==> config.mk <==
export PLATFORM = sky130hd
export DESIGN_NAME = mem_queue_ctrl
export DESIGN_NICKNAME = d
export VERILOG_FILES = /design/src/rtl/mem_queue_ctrl_pkg.sv /design/src/rtl/mem_queue_ctrl_rr_arbiter.sv /design/src/rtl/mem_queue_ctrl.sv
export SDC_FILE = /design/constraint.sdc
export NUM_CORES = 1
export LEC_CHECK = 0
export CAP_MARGIN = 5
export CORE_AREA = 2 2 157 159
export CTS_BUF_LIST = sky130_fd_sc_hd__clkbuf_4 sky130_fd_sc_hd__clkbuf_8
export DETAILED_ROUTE_END_ITERATION = 12
export DIE_AREA = 0 0 159 161
export MAX_ROUTING_LAYER = met4
export PLACE_DENSITY_LB_ADDON = 0.12
export SYNTH_ARGS = -nofsm -noshare
export SYNTH_HDL_FRONTEND = slang
export SYNTH_SLANG_ARGS = --single-unit
export TNS_END_PERCENT = 5
==> constraint.sdc <==
create_clock -name clk -period 6 [get_ports clk]
set_clock_uncertainty 0.15 [all_clocks]
set_input_delay 1.2 -clock clk [delete_from_list [all_inputs] [get_ports clk]]
set_output_delay 1.2 -clock clk [all_outputs]
set_load 0.01 [all_outputs]
==> src/rtl/mem_queue_ctrl_pkg.sv <==
// Shared types and constants for the mem_queue front-end controller:
// entry layout {id[3:0], op[1:0], addr[31:0]}, op codes and service FSM states.
package mem_queue_ctrl_pkg;

  localparam int NUM_REQ        = 4;
  localparam int ID_WIDTH       = 2;
  localparam int ENTRY_ID_WIDTH = 4;
  localparam int OP_WIDTH       = 2;
  localparam int ADDR_WIDTH     = 32;
  localparam int REQUEST_SIZE   = 38;
  localparam int DATA_WIDTH     = 128;
  localparam int BEAT_WIDTH     = 32;
  localparam int CYCLE_NUM_DATA = 4;
  localparam int BEAT_CNT_WIDTH = 2;
  localparam int COUNTER_WIDTH  = 10;

  localparam int ADDR_LSB = 0;
  localparam int OP_LSB   = 32;
  localparam int ID_LSB   = 34;

  localparam logic [OP_WIDTH-1:0] OP_READ  = 2'b00;
  localparam logic [OP_WIDTH-1:0] OP_WRITE = 2'b01;

  typedef enum logic [2:0] {
    ST_IDLE,
    ST_POP,
    ST_WAIT,
    ST_LAT,
    ST_XFER,
    ST_ACK
  } state_t;

  typedef struct packed {
    logic [ENTRY_ID_WIDTH-1:0] id;
    logic [OP_WIDTH-1:0]       op;
    logic [ADDR_WIDTH-1:0]     addr;
  } entry_t;

  // A programmed latency of zero still costs one modelled DRAM cycle.
  function automatic logic [COUNTER_WIDTH-1:0] clamp_lat(input logic [COUNTER_WIDTH-1:0] lat);
    return (lat == '0) ? COUNTER_WIDTH'(1) : lat;
  endfunction

endpackage

==> src/rtl/mem_queue_ctrl_rr_arbiter.sv <==
// Single-grant requester arbiter: round-robin from a rotating pointer by default,
// fixed lowest-index priority when MEM_QUEUE_CTRL_FIXED_PRIO_EN is defined.
module mem_queue_ctrl_rr_arbiter #(
  parameter int N  = 4,
  parameter int IW = 2
) (
  input  logic          clk,
  input  logic          rst_n,
  input  logic [N-1:0]  i_req,
  output logic [N-1:0]  o_grant,
  output logic [IW-1:0] o_idx,
  output logic          o_any
);

  logic [IW-1:0] w_ptr;

`ifdef MEM_QUEUE_CTRL_FIXED_PRIO_EN
  logic w_unused_clk;
  assign w_unused_clk = clk ^ rst_n;
  assign w_ptr        = '0;
`else
  logic [IW-1:0] r_ptr;

  // NOTE: sequential state is assigned with <= so every flop samples pre-edge values.
  always_ff @(posedge clk or negedge rst_n) begin
    if (!rst_n) begin
      r_ptr <= '0;
    end else if (o_any) begin
      r_ptr <= (o_idx == IW'(N - 1)) ? '0 : o_idx + 1'b1;
    end
  end

  assign w_ptr = r_ptr;
`endif

  // NOTE: defaults at the top of every combinational block keep it free of latches.
  always_comb begin
    o_grant = '0;
    o_idx   = '0;
    o_any   = 1'b0;
    for (int i = 0; i < N; i++) begin
      logic [IW-1:0] cand;
      cand = IW'((int'(w_ptr) + i) % N);
      if (!o_any && i_req[cand]) begin
        o_any         = 1'b1;
        o_grant[cand] = 1'b1;
        o_idx         = cand;
      end
    end
  end

endmodule

==> src/rtl/mem_queue_ctrl.sv <==
// Front-end for mem_queue: arbitrates requesters into the push port and services the head
// entry with a latency-modelling FSM. Optional MEM_QUEUE_CTRL_FIXED_PRIO_EN selects fixed priority.
module mem_queue_ctrl
  import mem_queue_ctrl_pkg::*;
(
  input  logic                           clk,
  input  logic                           rst_n,
  input  logic [NUM_REQ-1:0]             i_req_valid,
  input  logic [OP_WIDTH*NUM_REQ-1:0]    i_req_op,
  input  logic [ADDR_WIDTH*NUM_REQ-1:0]  i_req_addr,
  output logic [NUM_REQ-1:0]             o_req_grant,
  output logic                           o_q_push_en,
  output logic [OP_WIDTH-1:0]            o_q_op,
  output logic [REQUEST_SIZE-1:0]        o_q_buf_in,
  output logic                           o_q_pop_en,
  input  logic [REQUEST_SIZE-1:0]        i_q_buf_out,
  input  logic                           i_q_valid_output,
  input  logic                           i_q_full,
  input  logic                           i_q_empty,
  input  logic [COUNTER_WIDTH-1:0]       i_mem_lat,
  input  logic [DATA_WIDTH-1:0]          i_mem_rdata,
  output logic                           o_resp_valid,
  output logic [ENTRY_ID_WIDTH-1:0]      o_resp_id,
  output logic [BEAT_WIDTH-1:0]          o_resp_data,
  output logic                           o_resp_last,
  output logic                           o_wr_ack,
  output logic                           o_busy
);

  // Push side: grants are combinational and suppressed while reset is asserted.
  logic [NUM_REQ-1:0]    w_req;
  logic [NUM_REQ-1:0]    w_grant;
  logic [ID_WIDTH-1:0]   w_idx;
  logic                  w_any;
  logic [OP_WIDTH-1:0]   w_op;
  logic [ADDR_WIDTH-1:0] w_addr;
  entry_t                w_entry;

  assign w_req = (rst_n && !i_q_full) ? i_req_valid : '0;

  mem_queue_ctrl_rr_arbiter #(
    .N  (NUM_REQ),
    .IW (ID_WIDTH)
  ) u_arb (
    .clk     (clk),
    .rst_n   (rst_n),
    .i_req   (w_req),
    .o_grant (w_grant),
    .o_idx   (w_idx),
    .o_any   (w_any)
  );

  assign w_op   = i_req_op[{w_idx, 1'b0} +: OP_WIDTH];
  assign w_addr = i_req_addr[{w_idx, 5'b0} +: ADDR_WIDTH];

  always_comb begin
    w_entry.id   = ENTRY_ID_WIDTH'(w_idx);
    w_entry.op   = w_op;
    w_entry.addr = w_addr;
  end

  assign o_req_grant = w_grant;
  assign o_q_push_en = w_any;
  assign o_q_op      = w_any ? w_op : '0;
  assign o_q_buf_in  = w_any ? w_entry : '0;

  // Service side.
  state_t                    r_state;
  state_t                    w_next;
  logic [COUNTER_WIDTH-1:0]  r_lat_cnt;
  logic [BEAT_CNT_WIDTH-1:0] r_beat;
  logic [ENTRY_ID_WIDTH-1:0] r_id;
  logic [OP_WIDTH-1:0]       r_op;
  logic [DATA_WIDTH-1:0]     r_line;
  logic [BEAT_WIDTH-1:0]     w_beat_word;
  logic                      w_unused_addr;

  // The address is only meaningful to the memory model, not to the response path.
  assign w_unused_addr = ^i_q_buf_out[ADDR_LSB +: ADDR_WIDTH];

  always_ff @(posedge clk or negedge rst_n) begin
    if (!rst_n) begin
      r_state <= ST_IDLE;
    end else begin
      r_state <= w_next;
    end
  end

  always_comb begin
    w_next = r_state;
    unique case (r_state)
      ST_IDLE: if (!i_q_empty) w_next = ST_POP;
      ST_POP:  w_next = ST_WAIT;
      ST_WAIT: if (i_q_valid_output) w_next = ST_LAT;
      ST_LAT:  if (r_lat_cnt == COUNTER_WIDTH'(1)) w_next = (r_op == OP_READ) ? ST_XFER : ST_ACK;
      ST_XFER: if (r_beat == BEAT_CNT_WIDTH'(CYCLE_NUM_DATA - 1)) w_next = ST_IDLE;
      ST_ACK:  w_next = ST_IDLE;
      default: w_next = ST_IDLE;
    endcase
  end

  // NOTE: datapath registers are reset too, so an aborted transfer leaves no stale line or id.
  always_ff @(posedge clk or negedge rst_n) begin
    if (!rst_n) begin
      r_lat_cnt <= '0;
      r_beat    <= '0;
      r_id      <= '0;
      r_op      <= '0;
      r_line    <= '0;
    end else begin
      unique case (r_state)
        ST_POP: begin
          r_lat_cnt <= clamp_lat(i_mem_lat);
          r_beat    <= '0;
        end
        ST_WAIT: begin
          if (i_q_valid_output) begin
            r_id <= i_q_buf_out[ID_LSB +: ENTRY_ID_WIDTH];
            r_op <= i_q_buf_out[OP_LSB +: OP_WIDTH];
          end
        end
        ST_LAT: begin
          r_lat_cnt <= r_lat_cnt - 1'b1;
          if (r_lat_cnt == COUNTER_WIDTH'(1)) r_line <= i_mem_rdata;
        end
        ST_XFER: r_beat <= r_beat + 1'b1;
        default: ;
      endcase
    end
  end

  assign w_beat_word = r_line[{r_beat, 5'b0} +: BEAT_WIDTH];

  always_comb begin
    o_q_pop_en   = 1'b0;
    o_resp_valid = 1'b0;
    o_resp_id    = '0;
    o_resp_data  = '0;
    o_resp_last  = 1'b0;
    o_wr_ack     = 1'b0;
    o_busy       = (r_state != ST_IDLE);
    unique case (r_state)
      ST_POP: o_q_pop_en = 1'b1;
      ST_XFER: begin
        o_resp_valid = 1'b1;
        o_resp_id    = r_id;
        o_resp_data  = w_beat_word;
        o_resp_last  = (r_beat == BEAT_CNT_WIDTH'(CYCLE_NUM_DATA - 1));
      end
      ST_ACK: begin
        o_wr_ack  = 1'b1;
        o_resp_id = r_id;
      end
      default: ;
    endcase
  end

endmodule

==> run summary <==
Period Utilization, post-route - 91.9%
crit path DAT - 4.16 ns
crit start category - flop
Die Ht - 161 microns
CTS Buf Count - 17
first-pass GRT wire length - 44.9 mm
ys async rst share - 100%
Yosys top cell area share - 40.3%
hold crit path type - flop to flop
Worst path slowest cell - dfrtp_1
synth unique cells - 50
initial antenna violation count - 1
total gr overflow - 0
Clock Tree Root - clkbuf_8
unrepaired setup endpoints after global routing - no
vias per cell - 5.15
via count - 7712
Post-synth EDFFs - 0
VDD IR max - 0.000167 V
CP Class - flop to output pin
area grow syn2layout - 47.3%
# hold bufs at CTS - 0
WL final - 28.4 mm
# resized after CTS - 0
Largest delay share family, worst path - buffers and inverters
I/O pin total - 407
Core ar. - 0.0240 sq mm
GRT Total Usage - 22.8%
DRC - 0
DRT Pass-1 Iters - 4
Yosys Warn Count - 0
Crit path buffers/inverters - 3
antenna-violating nets left - 0
crit end category - output pin
fraction of layout cells with a size suffix above 1 - 20.1%
cell accounting for the most synthesized area - dfrtp_1
Hold Worst Slack - 0.362 ns
Rows - 57
Worst-Margin Slew - 0.925 ns
Worst Path Required - 4.65 ns
CP max stage delay - 0.70 ns
leakage - 5.89 nW
fill cell total of the finished layout - 2131
slew margin rel. - 38.3%
Routed wire per std cell - 19.0 microns
Cell Pwr Density - 280 mW/mm^2
Worst-Skew Late Latency - 0.46 ns
placed instance area - 0.0134 sq mm
Setup TNS Final - 0 ns
CTS tree - yes
status - complete, no violations
RePlAce Congestion - 0.856
Tmin final - 5.51 ns
most common cell in the netlist - dfrtp_1
DIE AREA - 0.0256 sq mm
TritonCTS Sinks - 151
Slew Viols, Final - 0
Max Cap Viol - 0
total setup buffers inserted after CTS - 0
top cells by area, synth - dfrtp_1, mux2_2, mux2i_1
number of DRC markers in iteration 0 - 351
Crit Path Max Fanout - 15
reg2reg setup slack - 2.85 ns
clock-pin slew on the worst setup and hold paths - 0.11 ns
Finished Cell Area - 0.0138 sq mm
Final Hold Viols - 0
Seq cells post-synth - 151
cells after synthesis - 819
CTS Buffer Depth - 2
PortBufs - 372
fmax - 0.181 GHz
die width - 159 microns
sequential fraction of the synthesis area - 40.3%
syn avg cell area - 11.4 sq um
largest net degree at the start of global routing - 124
commonest cells in the netlist - dfrtp_1, mux2_2, mux2i_1, o21ai_0, inv_1
number of global-route vias before repair - 8009
Most used DFF post-synth - dfrtp_1
fin nets - 1491
# setup viols final - 0
crit-path cells - inv_1 > ha_1 > or3b_1 > o22ai_4 > o221a_2 > o32a_2 > buf_12 > mux2i_1 > clkdlybuf4s50_1
H-tree levels - 4
synthesized area - 0.00937 sq mm
Detailed Place HPWL - 20.7 mm
initial core utilization - 39.1%
## routing by layer
layer  share of wire [%]  vias to the layer above  GRT usage (%)
li1                    -                     3694              -
met4                0.89                        0           3.93
met1                  42                     3775           28.1
met3                 7.1                       17           7.14
met2                  50                      226           37.8
met5                   0                        -              -
## metrics by stage
step	worst slack (ns)	std cells	power [mW]	utilization, %
4_1_cts	0.415	1496	3.91	57.6
5_1_grt	0.248	1497	4.11	57.6
3_3_place_gp	0.554	1464	3.03	55.8
2_1_floorplan	1.56	820	2.39	-
3_5_place_dp	0.564	1464	3.06	55.8
6_report	0.487	1497	3.86	57.6
## logic make-up (layout without fill, tap and decap cells)
kind of cell / Yosys count / in the layout / share of synthesized area [%]
DFF: 151 / 151 / 40.3
muxes: 253 / 253 / 33.2
and+or+nand+nor: 96 / 96 / 5.73
adders and majority gates: 11 / 11 / 1.47
AOI/OAI and AO/OA: 185 / 185 / 13.3
other: 1 / 3 / 0.0400
buffers and inverters: 122 / 474 / 5.95
## power by group
group          internal [mW]  leakage (nW)  switching, mW
Sequential              1.25          2.01          0.162
Combinational          0.948          3.66          0.680
Clock                  0.329         0.215          0.495
Total                   2.52          5.89           1.34
## final timing paths
check,startpoint,endpoint,cells after the start
max,u_arb.r_ptr[0],o_q_buf_in[6],9
min,r_line[69],r_line[69],1
max reg2reg,u_arb.r_ptr[0],u_arb.r_ptr[0],7
min reg2reg,r_line[69],r_line[69],1
max in group asynchronous,rst_n,r_line[16],3
min in group asynchronous,rst_n,r_line[75],1
## cells in the final DEF (no fill, tap or decap), types with 11 or more instances in the layout
master / instances
a211oi_1: 34
a21oi_1: 11
and2_1: 37
buf_4: 17
clkbuf_8: 17
clkdlybuf4s50_1: 371
dfrtp_1: 150
ha_1: 11
inv_1: 49
mux2_2: 139
mux2i_1: 81
mux4_2: 32
nand2_1: 18
o21ai_0: 77
o2bb2ai_1: 34
## registers in the layout (all words and copies together), names as in the netlist
| signal | count |
|---|---|
| r_state | 3 |
| r_beat | 2 |
| r_line | 128 |
| r_op | 2 |
| r_lat_cnt | 10 |
| u_arb.r_ptr | 2 |
| r_id | 4 |
## final cells by class
cell class | instances | area, sq um | share of cell area [%]
diodes | 1 | 2.50 | 0.0181
well taps | 324 | 405 | 2.94
repair buffers | 393 | 3930 | 28.5
inverters | 49 | 184 | 1.33
clock buffers | 17 | 234 | 1.70
clock inverters | 15 | 201 | 1.46
multi-input cells | 547 | 5060 | 36.7
flip-flops and latches | 151 | 3780 | 27.4
Power figures use the tool's default switching activity.
